==> config.mk <==
export PLATFORM = sky130hd
export DESIGN_NAME = imem_loader
export DESIGN_NICKNAME = d
export VERILOG_FILES = /design/src/rtl/imem_loader_pkg.sv /design/src/rtl/imem_loader_byte_packer.sv /design/src/rtl/imem_loader.sv
export SDC_FILE = /design/constraint.sdc
export NUM_CORES = 1
export LEC_CHECK = 0
export ABC_AREA = 1
export CELL_PAD_IN_SITES_DETAIL_PLACEMENT = 2
export CELL_PAD_IN_SITES_GLOBAL_PLACEMENT = 2
export CORE_ASPECT_RATIO = 1.5
export CORE_MARGIN = 4
export CORE_UTILIZATION = 40
export CTS_BUF_LIST = sky130_fd_sc_hd__clkbuf_4
export DETAILED_ROUTE_END_ITERATION = 8
export DONT_BUFFER_PORTS = 1
export PLACE_DENSITY = 0.95
export SETUP_SLACK_MARGIN = 0.3
export SLEW_MARGIN = 30
export SYNTH_ARGS = -nofsm -noshare
export SYNTH_HDL_FRONTEND = slang
export SYNTH_SLANG_ARGS = --single-unit
==> constraint.sdc <==
create_clock -name clk -period 3 [get_ports clk]
set_clock_uncertainty 0.1 [all_clocks]
set_input_delay 0.9 -clock clk [delete_from_list [all_inputs] [get_ports clk]]
set_output_delay 0.9 -clock clk [all_outputs]
set_load 0.01 [all_outputs]
==> src/rtl/imem_loader_pkg.sv <==
`default_nettype none
// ============================================================================
//  Module      : imem_loader_pkg
//  Description : Shared state encodings and framing constants for the
//                instruction-memory boot loader.
//  Revision    : 1.0 - initial release
// ============================================================================
package imem_loader_pkg;

    // Loader FSM states
    typedef enum logic [1:0] {
        S_LEN_HI = 2'd0,
        S_LEN_LO = 2'd1,
        S_DATA   = 2'd2,
        S_DONE   = 2'd3
    } state_t;

    // Header is a big-endian 16-bit word count
    localparam int HDR_BYTES      = 2;
    localparam int BYTES_PER_WORD = 4;
    localparam int INSTR_W        = 32;

    // Width of the byte-within-word counter
    localparam int BYTE_CNT_W     = $clog2(BYTES_PER_WORD);

endpackage : imem_loader_pkg
`default_nettype wire

==> src/rtl/imem_loader_byte_packer.sv <==
`default_nettype none
// ============================================================================
//  Module      : byte_packer
//  Description : Packs a byte stream big-endian into instruction words.
//                The first byte of a word ends up in the top byte lane.
//  Revision    : 1.0 - initial release
// ============================================================================
module byte_packer
    import imem_loader_pkg::*;
(
    input  logic               clk,
    input  logic               rst_n,
    input  logic               clear,
    input  logic               shift_en,
    input  logic [7:0]         byte_in,
    output logic               word_valid,
    output logic [INSTR_W-1:0] word
);

    localparam logic [BYTE_CNT_W-1:0] c_LAST = BYTE_CNT_W'(BYTES_PER_WORD - 1);

    // Only the first three bytes need storage; the fourth is taken straight
    // from the input so the word is available on the same cycle.
    logic [BYTE_CNT_W-1:0] r_cnt;
    logic [INSTR_W-9:0]    r_shift;

    // Byte counter and shift register; counter wraps naturally every word
    always_ff @(posedge clk) begin
        if (!rst_n || clear) begin
            r_cnt   <= '0;
            r_shift <= '0;
        end else if (shift_en) begin
            r_cnt   <= r_cnt + BYTE_CNT_W'(1);
            r_shift <= {r_shift[INSTR_W-17:0], byte_in};
        end
    end

    assign word_valid = shift_en && (r_cnt == c_LAST);
    assign word       = {r_shift, byte_in};

endmodule : byte_packer
`default_nettype wire

==> src/rtl/imem_loader.sv <==
`default_nettype none
// ============================================================================
//  Module      : imem_loader
//  Description : Boot-time instruction-memory writer. Receives a 16-bit word
//                count followed by the instruction bytes, writes the words to
//                consecutive addresses from 0 and holds the CPU in reset
//                until the image is complete.
//  Revision    : 1.0 - initial release
// ============================================================================
module imem_loader
    import imem_loader_pkg::*;
#(
    parameter int ADDR_W = 5
)(
    input  logic               clk,
    input  logic               rst_n,
    input  logic               in_valid,
    input  logic [7:0]         in_data,
    output logic               in_ready,
    input  logic               start,
    output logic               imem_we,
    output logic [ADDR_W-1:0]  imem_addr,
    output logic [INSTR_W-1:0] imem_d,
    output logic               cpu_rst_n,
    output logic               load_done,
    output logic               overflow
);

    localparam int c_CNT_W = HDR_BYTES * 8;
    // Depth held one bit wider than the index so it is representable even
    // when the memory spans the whole index range.
    localparam logic [c_CNT_W:0] c_DEPTH = (c_CNT_W + 1)'(2 ** ADDR_W);

    state_t               r_state;
    state_t               w_next;

    logic [c_CNT_W-1:0]   r_count;
    logic [c_CNT_W-1:0]   r_index;
    logic                 r_we;
    logic [ADDR_W-1:0]    r_addr;
    logic [INSTR_W-1:0]   r_d;
    logic                 r_cpu_rst_n;
    logic                 r_overflow;

    logic                 w_fire;
    logic                 w_start;
    logic                 w_last;
    logic                 w_in_range;
    logic                 w_word_valid;
    logic [INSTR_W-1:0]   w_word;

    assign in_ready   = (r_state != S_DONE);
    assign w_fire     = in_valid && in_ready;
    assign w_start    = start && (r_state == S_DONE);
    assign w_last     = ((r_index + c_CNT_W'(1)) == r_count);
    assign w_in_range = ({1'b0, r_index} < c_DEPTH);

    byte_packer u_packer (
        .clk        (clk),
        .rst_n      (rst_n),
        .clear      (w_start),
        .shift_en   (w_fire && (r_state == S_DATA)),
        .byte_in    (in_data),
        .word_valid (w_word_valid),
        .word       (w_word)
    );

    // FSM state register
    always_ff @(posedge clk) begin
        if (!rst_n) begin
            r_state <= S_LEN_HI;
        end else begin
            r_state <= w_next;
        end
    end

    // FSM next-state: header bytes, data words, then park until restarted
    always_comb begin
        w_next = r_state;
        case (r_state)
            S_LEN_HI: begin
                if (w_fire) w_next = S_LEN_LO;
            end
            S_LEN_LO: begin
                if (w_fire) begin
                    if ({r_count[c_CNT_W-1 -: 8], in_data} == '0) w_next = S_DONE;
                    else                                        w_next = S_DATA;
                end
            end
            S_DATA: begin
                if (w_word_valid && w_last) w_next = S_DONE;
            end
            S_DONE: begin
                if (start) w_next = S_LEN_HI;
            end
            default: w_next = S_LEN_HI;
        endcase
    end

    // Datapath: word count, word index, write port and CPU reset release
    always_ff @(posedge clk) begin
        if (!rst_n) begin
            r_count     <= '0;
            r_index     <= '0;
            r_we        <= 1'b0;
            r_addr      <= '0;
            r_d         <= '0;
            r_cpu_rst_n <= 1'b0;
            r_overflow  <= 1'b0;
        end else begin
            r_we        <= 1'b0;
            // Released one cycle after entering S_DONE; dropped together
            // with the transition out of it.
            r_cpu_rst_n <= (r_state == S_DONE) && (w_next == S_DONE);

            if (w_start) begin
                r_overflow <= 1'b0;
                r_index    <= '0;
                r_count    <= '0;
            end

            if (w_fire && (r_state == S_LEN_HI)) begin
                r_count[c_CNT_W-1 -: 8] <= in_data;
            end

            if (w_fire && (r_state == S_LEN_LO)) begin
                r_count[7:0] <= in_data;
                r_index      <= '0;
            end

            if (w_word_valid) begin
                if (w_in_range) begin
                    r_we   <= 1'b1;
                    r_d    <= w_word;
                    r_addr <= r_index[ADDR_W-1:0];
                end else begin
                    r_overflow <= 1'b1;
                end
                r_index <= r_index + c_CNT_W'(1);
            end
        end
    end

    assign imem_we   = r_we;
    assign imem_addr = r_addr;
    assign imem_d    = r_d;
    assign cpu_rst_n = r_cpu_rst_n;
    assign load_done = r_cpu_rst_n;
    assign overflow  = r_overflow;

endmodule : imem_loader
`default_nettype wire

# Yosys cells after proc, flatten, opt, wreduce, memory -nomap -nowiden

Index checks and enable logic that the tools add are counted.

Register bits after elaboration: 100
Input bits: 12
Word-level logic and storage cells: 53

$add $sub $neg: 2
Order comparisons: 1
Eq/ne operators: 7
Mux-type cells: 15
Reductions and logical operators: 17

Operators with widths:

| operator                | count |
|---|---|
| $mux W16                | 3 |
| $add A16 B1 Y16 const B | 1 |
| $eq A16 B16 Y1          | 1 |
| $logic_not A16 Y1       | 1 |
| $lt A16 B6 Y1 const B   | 1 |
| $mux W8                 | 2 |
| $eq A2 B2 Y1 const B    | 4 |
| $logic_and A1 B1 Y1     | 8 |
| $mux W2                 | 4 |
| $pmux W2 S4             | 1 |
| $mux W1                 | 5 |
| $reduce_and A2 Y1       | 2 |
| $reduce_bool A2 Y1      | 2 |
| $reduce_bool A3 Y1      | 1 |
| $add A2 B1 Y2 const B   | 1 |
| $eq A2 B1 Y1 const B    | 1 |
| $logic_not A2 Y1        | 1 |
| $ne A2 B2 Y1 const B    | 1 |
| $logic_not A1 Y1        | 1 |
| $logic_or A1 B1 Y1      | 1 |

# Longest topological paths before layout

Gate-level depths: netlist of run 1.

Depth in word-level cells: 9
Mapped depth: 16

# Cells and area by module

Synthesis of run 1 repeated with hierarchy kept, for this count alone.

Cell total of the unflattened synthesis: 642
Area total of the unflattened synthesis: 4699.5 µm²

By module, submodules not included:

| module      | instances | cells an instance | area an instance (µm²) |
|---|---|---|---|
| imem_loader | 1         | 515               | 3534.6 |
| byte_packer | 1         | 127               | 1164.9 |

# Worst setup path after synthesis of run 1

No wires, ideal clock.

Path kind: input port to flip-flop
From: input in_valid
To: register r_addr[0] (netlist: imem_addr[0])
Setup time: 132 ps
Data arrival time: 1919 ps
Setup slack: 849 ps
Stages on the path: 8
Buffers on the path: 3
Cell sequence: buf_2 nand3_2 nor2_1 buf_4 nand2_2 buf_2 nand2_1 a21oi_1

Cells in the longest elaborated chain, start to end: 4

RTL lines:

| element                            | line                          | source |
|---|---|---|
| start, declared                    | imem_loader.sv:17             | `input logic in_valid,` |
| $logic_and A1 B1 Y1                | imem_loader.sv:53             | `assign w_fire = in_valid && in_ready;` |
| $logic_and A1 B1 Y1                | imem_loader.sv:62             | `.shift_en (w_fire && (r_state == S_DATA)),` |
| $logic_and A1 B1 Y1                | imem_loader_byte_packer.sv:38 | `assign word_valid = shift_en && (r_cnt == c_LAST);` |
| $reduce_and A2 Y1 (no source line) | n/a                           |  |
| end signal, assigned               | imem_loader.sv:135            | `r_addr <= r_index[ADDR_W-1:0];` |
| end, declared                      | imem_loader.sv:40             | `logic [ADDR_W-1:0] r_addr;` |

Every way passes these cells.
A chain may end at the register's enable or synchronous reset.

# Worst setup path in the final report of run 1

From: register r_state[0]
To: register r_addr[1] (netlist: imem_addr[1])

Cells in the longest elaborated chain, start to end: 5

RTL lines:

| element                                | line                          | source |
|---|---|---|
| start, declared                        | imem_loader.sv:34             | `state_t r_state;` |
| start signal, assigned                 | imem_loader.sv:73             | `r_state <= w_next;` |
| $ne A2 B2 Y1                           | imem_loader.sv:52             | `assign in_ready = (r_state != S_DONE);` |
| $logic_and A1 B1 Y1                    | imem_loader.sv:53             |  |
| $logic_and A1 B1 Y1 (*)                | imem_loader.sv:62             |  |
| $logic_and A1 B1 Y1 (*)                | imem_loader_byte_packer.sv:38 |  |
| $reduce_and A2 Y1 (no source line) (*) | n/a                           |  |

Mark *: on every way between the ends. The rest lies on a longest branch, timed or not.

==> impl_metrics.ini, run 1 <==
[power_and_ir_drop]
sequentialPowerShare_pct = 61.7
p_int_uw = 1570
powerDensity_nw_per_um2 = 470
combPwrFrac_pct = 6.7
p_leak_uw = 0.00153
clkPwrFrac_pct = 31.6
power.share.switching_pct = 29.0
ir_drop_uv = 262
p_switching_uw = 643

[global_route]
antenna_found_initial = 1
grt_usage_pct = 26.8
grt_pass1_wl_um = 26700
grt_overflow_total = 0
grt_max_degree = 56
grt_pass1_vias = 4958

[floorplan]
die_area_sq_um = 13000
die_h_um = 138
initial_core_util_pct = 40.9
fp.dieW_um = 94.6
coreArea_sq_um = 11000
row_count = 47
ios = 54

[synth]
syn_nets = 635
syn_inst = 621
yosysWarnings = 0
synthesis.area_sq_um = 4500
syn_avg_cell_area_sq_um = 7.24
ys_seq_area_share_pct = 44.5
ys_types = 28
synth_seq_cells = 100

[clocking]
root_buffer = clkbuf_4
htreeDepth = 3
cts_hold_buf = 0
post_cts_buffers = 0
insertion_delay_ns = 0.48
numCtsBuffers = 9
clockBufferDepth = 2
cts_resized = 0
clock_sinks = 100
cts_tree = built
cts.clk_slew.worst_paths_ns = 0.17

[hold_path]
hp-class = flip-flop to flip-flop
hold_depth = 2
hold_end = u_packer.r_shift[16]
hold_start = u_packer.r_shift[16]

[place]
numPlacedInstances = 738
hpwlAfterDp_um = 11800
port_buffers = 0
place_congestion = 0.849

[timing]
holdWs_ns = 0.386
setup_violations = 0
hold_viol_final = 0
tns_ns = 0
maxSlewHeadroom_pct = 51.8
rsz0062_at_grt = no
finalCritPeriodShare_pct = 81.6
post-route-min-period_ns = 2.45
fmax_ghz = 0.409
tightest_slew_ns = 0.720
final_max_slew_viol_count = 0

[drt]
wl_per_cell_um = 22.0
dr.pass1.iters = 5
via_per_inst = 5.88
antenna_left = 0
drc = 0
drt_iter0_drc = 200
vias = 4440
drt_wl_total_um = 16600

[setup_path]
crit_required_ns = 3.26
critPathMaxFanout = 37
reg2reg_from = r_state[0]
cp-end-kind = flip-flop
critPathLaunchType = flip-flop
worstRegToRegCells = 7
r2r_end = imem_addr[1]
crit_type = flip-flop to flip-flop
r2r_slack_ns = 0.55
critical_path_arrival_ns = 2.70

[job]
cap_viol_max_count = 0

[finish]
area_growth_pct = 4.76
final_cells = 755
nNetsFinal = 616
fill_cells = 1313
drive_gt1_share_pct = 7.41

[status]
status = completed
[layer usage]
layer | vias up | global-route usage, % | wire [um]
li1 | 2070 | - | -
met5 | - | 0 | 0
met2 | 91 | 50.2 | 9230
met1 | 2232 | 28.7 | 6290
met3 | 47 | 3.91 | 427
met4 | 0 | 13.8 | 681
[worst max-delay path: stages, from the launching register on]
cell and delay [ns]:
dfxtp_1 0.38, inv_2 0.39, nand3_2 0.19, nor2_4 0.15
buf_4 0.29, nand2_2 0.48, nand2_1 0.23, a21oi_1 0.10
[sequential cells by signal (all words and copies together) (netlist names)]
| register | count |
|---|---|
| cpu_rst_n | 1 |
| imem_addr | 5 |
| imem_d | 32 |
| imem_we | 1 |
| overflow | 1 |
| r_count | 16 |
| r_index | 16 |
| r_state | 2 |
| u_packer.r_cnt | 2 |
| u_packer.r_shift | 24 |
[synthesized netlist by cell type]
master | count | area share, %
buf_1 | 1 | 0.083
nor4_1 | 5 | 0.70
inv_1 | 29 | 2.4
nand2_1 | 159 | 13
nand3_1 | 97 | 11
inv_2 | 2 | 0.17
nand3_2 | 1 | 0.22
or2_2 | 2 | 0.28
buf_2 | 15 | 1.7
nand3b_1 | 5 | 0.83
o21ai_2 | 1 | 0.19
nor3_1 | 1 | 0.11
nand2_2 | 6 | 0.83
a21oi_1 | 95 | 11
xnor2_1 | 1 | 0.19
a31oi_1 | 1 | 0.14
xor2_1 | 4 | 0.78
clkinv_1 | 1 | 0.083
buf_4 | 6 | 1.0
nor2_4 | 4 | 1.0
ha_1 | 2 | 0.56
dfxtp_1 | 100 | 45
nand4_1 | 34 | 4.7
clkbuf_1 | 17 | 1.4
nor2_2 | 3 | 0.42
o21ai_0 | 6 | 0.67
xnor3_1 | 1 | 0.50
nor2_1 | 22 | 1.8
[kinds of logic after synthesis]
| kind of cell | synth area share [%] |
|---|---|
| xor gates and xnor gates | 1.47 |
| and+or+nand+nor | 35.0 |
| buffers and inverters | 6.84 |
| DFF | 44.5 |
| adders and majority gates | 0.556 |
| AOI/OAI and AO/OA | 11.6 |
[worst max path at each step]
| stage | to | depth (start not counted) | startpoint |
|---|---|---|---|
| floorplan | imem_addr[0] | 8 | in_valid |
| global placement | imem_addr[4] | 6 | in_valid |
| detailed placement | imem_addr[1] | 6 | in_valid |
| CTS | imem_addr[1] | 7 | r_state[0] |
| global route | imem_d[17] | 7 | r_state[0] |
| finish | imem_addr[1] | 7 | r_state[0] |
[power by group through the flow]
| stage | Sequential (uW) | Combinational (uW) | Clock [uW] |
|---|---|---|---|
| 2_1_floorplan | 1390 | 108 | 0 |
| 3_3_place_gp | 1390 | 129 | 0 |
| 3_5_place_dp | 1390 | 142 | 0 |
| 4_1_cts | 1370 | 148 | 713 |
| 5_1_grt | 1370 | 164 | 778 |
| 6_report | 1370 | 148 | 701 |
[cell usage in the layout (no fill, tap or decap), types with 4 or more instances in the layout]
cell type | synthesis | routed
nand2_1 | 159 | 159
dfxtp_1 | 100 | 100
nand3_1 | 97 | 97
a21oi_1 | 95 | 95
nand4_1 | 34 | 34
inv_1 | 29 | 29
nor2_1 | 22 | 21
clkbuf_4 | 0 | 9
buf_4 | 6 | 8
nand2_2 | 6 | 6
o21ai_0 | 6 | 6
nor4_1 | 5 | 5
nor2_4 | 4 | 5
nand3b_1 | 5 | 5
xor2_1 | 4 | 4
[stage by stage]
| stage | util (%) | worst slack [ns] | total power [uW] | instance area (sq um) |
|---|---|---|---|---|
| 2_1_floorplan | - | 0.849 | 1490 | 4500 |
| 3_3_place_gp | 41.7 | 0.614 | 1520 | 4580 |
| 3_5_place_dp | 41.7 | 0.477 | 1530 | 4580 |
| 4_1_cts | 42.8 | 0.518 | 2230 | 4710 |
| 5_1_grt | 42.8 | 0.306 | 2310 | 4710 |
| 6_report | 42.8 | 0.553 | 2220 | 4710 |
[layout make-up]
| cell class | count | area (sq um) | area share (%) |
|---|---|---|---|
| Clock buffer | 9 | 67.6 | 1.43 |
| Clock inverter | 7 | 60.1 | 1.27 |
| Timing Repair Buffer | 9 | 80.1 | 1.70 |
| Antenna cell | 1 | 2.50 | 0.0531 |
| Sequential cell | 100 | 2000 | 42.5 |
| Multi-Input combinational cell | 450 | 2190 | 46.6 |
| Tap cell | 147 | 184 | 3.90 |
| Inverter | 32 | 120 | 2.55 |
(Power assumes the default switching activity.)
==> run 2, diff against run 1 <==
--- a/config.mk
+++ b/config.mk
@@ -10,11 +10,11 @@
 export CELL_PAD_IN_SITES_GLOBAL_PLACEMENT = 2
 export CORE_ASPECT_RATIO = 1.5
 export CORE_MARGIN = 4
-export CORE_UTILIZATION = 40
+export CORE_UTILIZATION = 37
 export CTS_BUF_LIST = sky130_fd_sc_hd__clkbuf_4
 export DETAILED_ROUTE_END_ITERATION = 8
 export DONT_BUFFER_PORTS = 1
-export PLACE_DENSITY = 0.95
+export PLACE_DENSITY = 0.92
 export SETUP_SLACK_MARGIN = 0.3
 export SLEW_MARGIN = 30
 export SYNTH_ARGS = -nofsm -noshare
==> constraint.sdc (replaced) <==
create_clock -name clk -period 2.5 [get_ports clk]
set_clock_uncertainty 0.1 [all_clocks]
set_input_delay 0.75 -clock clk [delete_from_list [all_inputs] [get_ports clk]]
set_output_delay 0.75 -clock clk [all_outputs]
set_load 0.01 [all_outputs]
==> run 2 against run 1 <==
  * Combinational power up 13%
  * Clock power rose by 11%
  * Non-clock buffer count up 7
  * Register-to-register slack got worse by 0.16 ns
  * Critical path depth down 6
  * Largest power group unchanged
==> impl_metrics.ini, run 2 (synthesized netlist as in run 1, its figures left out) <==
[status]
status = completed

[place]
port_buffers = 0
postPlaceCellArea_sq_um = 4610
hpwlAfterDp_um = 12000
place_congestion = 0.932

[power_and_ir_drop]
ir_drop_uv = 316
powerDensity_nw_per_um2 = 544
p_leak_uw = 0.00156
p_total_uw = 2590

[clocking]
clockBufferDepth = 2
cts_tree = built
htreeDepth = 3
insertion_delay_ns = 0.46
numCtsBuffers = 9
clock_sinks = 100
cts.clk_slew.worst_paths_ns = 0.16
root_buffer = clkbuf_4

[floorplan]
row_count = 49
fp.dieW_um = 98.0
die_area_sq_um = 14000
die_h_um = 143
initial_core_util_pct = 37.6
coreArea_sq_um = 12000
ios = 54

[timing]
setup_violations = 0
tightest_slew_ns = 0.518
maxSlewHeadroom_pct = 65.4
tns_ns = 0
final_max_slew_viol_count = 0
fmax_ghz = 0.474
hold_viol_final = 0
rsz0062_at_grt = yes
finalCritPeriodShare_pct = 84.4
holdWs_ns = 0.301
post-route-min-period_ns = 2.11

[global_route]
grt_max_degree = 46
grt_pass1_vias = 4886
antenna_found_initial = 1
grt_pass1_wl_um = 26400
grt_usage_pct = 23.7
grt_overflow_total = 0

[setup_path]
critical_path_arrival_ns = 1.26
path_depth = 1
worstRegToRegCells = 15
max_stage_delay_ns = 0.59
crit_required_ns = 1.65
critPathBufInv = 0
crit_slowest_cell = dfxtp_2
critPathMaxFanout = 18
worstPathCellList = nand2_1
cp-end-kind = output port
critPathLaunchType = flip-flop
path_delay_family = flip-flops
crit_type = flip-flop to output port

[finish]
nNetsFinal = 623
final_area_sq_um = 4760
drive_gt1_share_pct = 8.96
final_common_cell = nand2_1
utilization_pct = 39.8
area_growth_pct = 5.76
final_cell_mix = nand2_1, nand3_1, dfxtp_1
largest_reg_flops = 32

[drt]
maxUsedRoutingLayer = met4
antenna_left = 0
drc = 0
vias = 4564
via_per_inst = 5.94
dr.pass1.iters = 5
drt-met1-wl_um = 6080
drt_iter0_drc = 265
drt_wl_total_um = 16500
wl_met3_um = 429
route.met2.wl_um = 9250
wl_per_cell_um = 21.5

[hold_path]
hold_depth = 2
hp-class = input pin to flip-flop

[job]
cap_viol_max_count = 0
run 2: cell types whose count changed in the layout (fill, tap and decap cells not counted), sizes merged:
cell      delta
inv          -1
clkinv       +3
clkinvlp     -2
buf          +7
run 2: per-stage QoR:
step	worst slack [ns]	instances
CTS	0.315	765
detailed placement	0.231	749
finish	0.390	768
global placement	0.388	749
floorplan	0.499	621
global route	0.245	768
run 2: routing by layer:
metal	GRT usage, %	up-vias
li1	-	2079
met5	0	-
met3	3.13	50
met4	11.7	0
met2	46.1	108
met1	24.6	2327
run 2: worst paths after layout:
kind	start	to	slack, ns
setup reg to reg	r_index[0]	r_state[0]	0.39
setup / recovery	r_state[1]	in_ready	0.39
hold / removal	rst_n	r_state[0]	0.30
hold reg to reg	u_packer.r_shift[21]	u_packer.r_shift[21]	0.38
run 2: what timing repair did:
item / in CTS / in global routing
resized for setup: 2 / 5
endpoints found under the setup margin: 6 / 28
buffers inserted: 0 / 2
hold buffers: 0 / 0
pin swaps: 0 / 1
run 2: cell type report:
class | count | area (sq um)
Fill cell | 1415 | 7200
Antenna cell | 1 | 2.50
Clock buffer | 9 | 67.6
Timing Repair Buffer | 16 | 120
Sequential cell | 100 | 2010
Tap cell | 153 | 191
Clock inverter | 7 | 41.3
Inverter | 32 | 120
Multi-Input combinational cell | 450 | 2200
run 2: power by group:
| group | leakage (uW) | switching, uW | total (uW) | internal (uW) |
|---|---|---|---|---|
| Combinational | 0.000681 | 118 | 167 | 49.0 |
| Sequential | 0.000809 | 30.1 | 1640 | 1610 |
| Clock | 0.0000677 | 574 | 777 | 203 |
| Total | 0.00156 | 722 | 2590 | 1870 |
==> run 3, diff against run 2 <==
==> constraint.sdc (replaced) <==
create_clock -name clk -period 2.05 [get_ports clk]
set_clock_uncertainty 0.1 [all_clocks]
set_input_delay 0.615 -clock clk [delete_from_list [all_inputs] [get_ports clk]]
set_output_delay 0.615 -clock clk [all_outputs]
set_load 0.01 [all_outputs]
==> run 3 against run 2 <==
  * Flip-flop and latch count unchanged
  * Final area up 11%
  * Routed wire length up 22%
  * Non-clock buffer count up 24
  * Sequential power up 22%
  * Total power up 28%
  * Worst setup slack worse by 0.47 ns
  * Via count up 5.8%
  * Worst hold slack worse by 0.15 ns
  * The run now ends with negative setup slack left
  * Core utilization up 4.2 points
  * Register-to-register slack worse by 0.47 ns
==> impl_metrics.ini, run 3 (synthesized netlist as in run 1, its figures left out) <==
[clocking]
htreeDepth = 3
root_buffer = clkbuf_4
clockBufferDepth = 2
cts_hold_buf = 0
numCtsBuffers = 9
cts_tree = built
insertion_delay_ns = 0.49
clock_sinks = 100
cts.clk_slew.worst_paths_ns = 0.19

[power_and_ir_drop]
ir_drop_uv = 398
p_leak_uw = 0.00182
powerDensity_nw_per_um2 = 631

[setup_path]
crit_type = flip-flop to flip-flop
critical_path_arrival_ns = 2.48
critPathMaxFanout = 4
cp-end-kind = flip-flop
critPathLaunchType = flip-flop
crit_required_ns = 2.40

[floorplan]
die_area_sq_um = 14000
die_h_um = 143
initial_core_util_pct = 37.6
row_count = 49
ios = 54
coreArea_sq_um = 12000
fp.dieW_um = 98.0

[finish]
final_cells = 791
fill_cells = 1344
drive_gt1_share_pct = 19.1
largest_reg_flops = 32
final_area_sq_um = 5260
nNetsFinal = 647
final_cell_mix = nand2_1, nand3_1, a21oi_1
area_growth_pct = 16.9
final_common_cell = nand2_1
antenna_cells = 0

[timing]
setup_violations = 1
fmax_ghz = 0.470
finalCritPeriodShare_pct = 104
post-route-min-period_ns = 2.13
tns_ns = -0.0778
setup_slack_ns = -0.0778
tightest_slew_ns = 0.534
final_max_slew_viol_count = 0
rsz0062_at_grt = yes
holdWs_ns = 0.149
maxSlewHeadroom_pct = 64.4
hold_viol_final = 0

[drt]
drt_wl_total_um = 20200
route.met2.wl_um = 11100
dr.pass1.iters = 5
drt-met1-wl_um = 7340
vias = 4827
drt_iter0_drc = 259
wl_met3_um = 714
drc = 0
maxUsedRoutingLayer = met4
via_per_inst = 6.10
antenna_left = 0
wl_per_cell_um = 25.5

[global_route]
grt_pass1_vias = 5314
grt_usage_pct = 28.6
grt_pass1_wl_um = 31300
grt_overflow_total = 0
antenna_found_initial = 0
grt_max_degree = 46

[place]
hpwlAfterDp_um = 11900
port_buffers = 0
numPlacedInstances = 755
place_congestion = 0.877
dp_worst_setup_slack_ns = -0.0555
postPlaceCellArea_sq_um = 4690

[status]
failed_checks = negative setup slack
status = finished with violations

[job]
cap_viol_max_count = 0

[hold_path]
hp-class = input pin to flip-flop
[run 3: changes by cell type in the layout (fill, tap and decap cells not counted), sizes merged]
cell	change
buf	+24
clkinv	-2
clkbuf	+1
diode	-1
inv	+1
[run 3: routing by layer]
metal,global-route usage [%],vias to the layer above
met1,29.4,2444
met3,4.79,76
li1,-,2135
met2,55.3,172
met5,0,-
met4,13.5,0
[run 3: power breakdown]
| part | switching [uW] | total [uW] | internal [uW] | leakage, uW |
|---|---|---|---|---|
| Combinational | 177 | 251 | 74.4 | 0.000928 |
| Sequential | 34.5 | 2000 | 1960 | 0.000816 |
| Clock | 780 | 1070 | 290 | 0.0000752 |
| Total | 991 | 3320 | 2330 | 0.00182 |
[run 3: path summary, 6_finish.rpt]
path / endpoint / slack (ns) / start / depth (start not counted)
max: r_state[0] / -0.08 / r_index[1] / 14
min: r_state[0] / 0.15 / rst_n / 2
max reg2reg: r_state[0] / -0.08 / r_index[1] / 14
min reg2reg: u_packer.r_shift[16] / 0.40 / u_packer.r_shift[16] / 2
[run 3: per-stage QoR]
stage | power (uW) | utilization (%)
2_1_floorplan | 2190 | -
3_3_place_gp | 2240 | 39.2
3_5_place_dp | 2250 | 39.2
4_1_cts | 3310 | 42.9
5_1_grt | 3430 | 44.0
6_report | 3320 | 44.0
[run 3: critical path, stage by stage, from the launching register on]
cell	delay, ns
dfxtp_4	0.41
ha_4	0.17
nand2_4	0.07
nor2_4	0.17
buf_4	0.14
nand4_1	0.19
nand3_1	0.14
nand2_1	0.08
nor2_2	0.13
nand2_2	0.09
nor2_2	0.11
nand2_1	0.07
nand3_1	0.08
nand2_1	0.09
inv_1	0.05
[run 3: area by class of cell]
cell class | count | area (sq um) | area share [%]
clock inverters | 6 | 53.8 | 1.02
flip-flops and latches | 100 | 2040 | 38.8
inverters | 32 | 128 | 2.43
repair buffers | 40 | 409 | 7.78
clock buffers | 10 | 75.1 | 1.43
well taps | 153 | 191 | 3.64
multi-input cells | 450 | 2360 | 44.9
[run 3: timing repair]
| action | CTS | global route |
|---|---|---|
| gates resized for setup | 52 | 31 |
| hold endpoints to repair | 0 | 0 |
| setup endpoints to repair | 62 | 64 |
| cloned | 1 | 0 |
| pin swaps | 21 | 16 |
| buffers inserted | 14 | 5 |
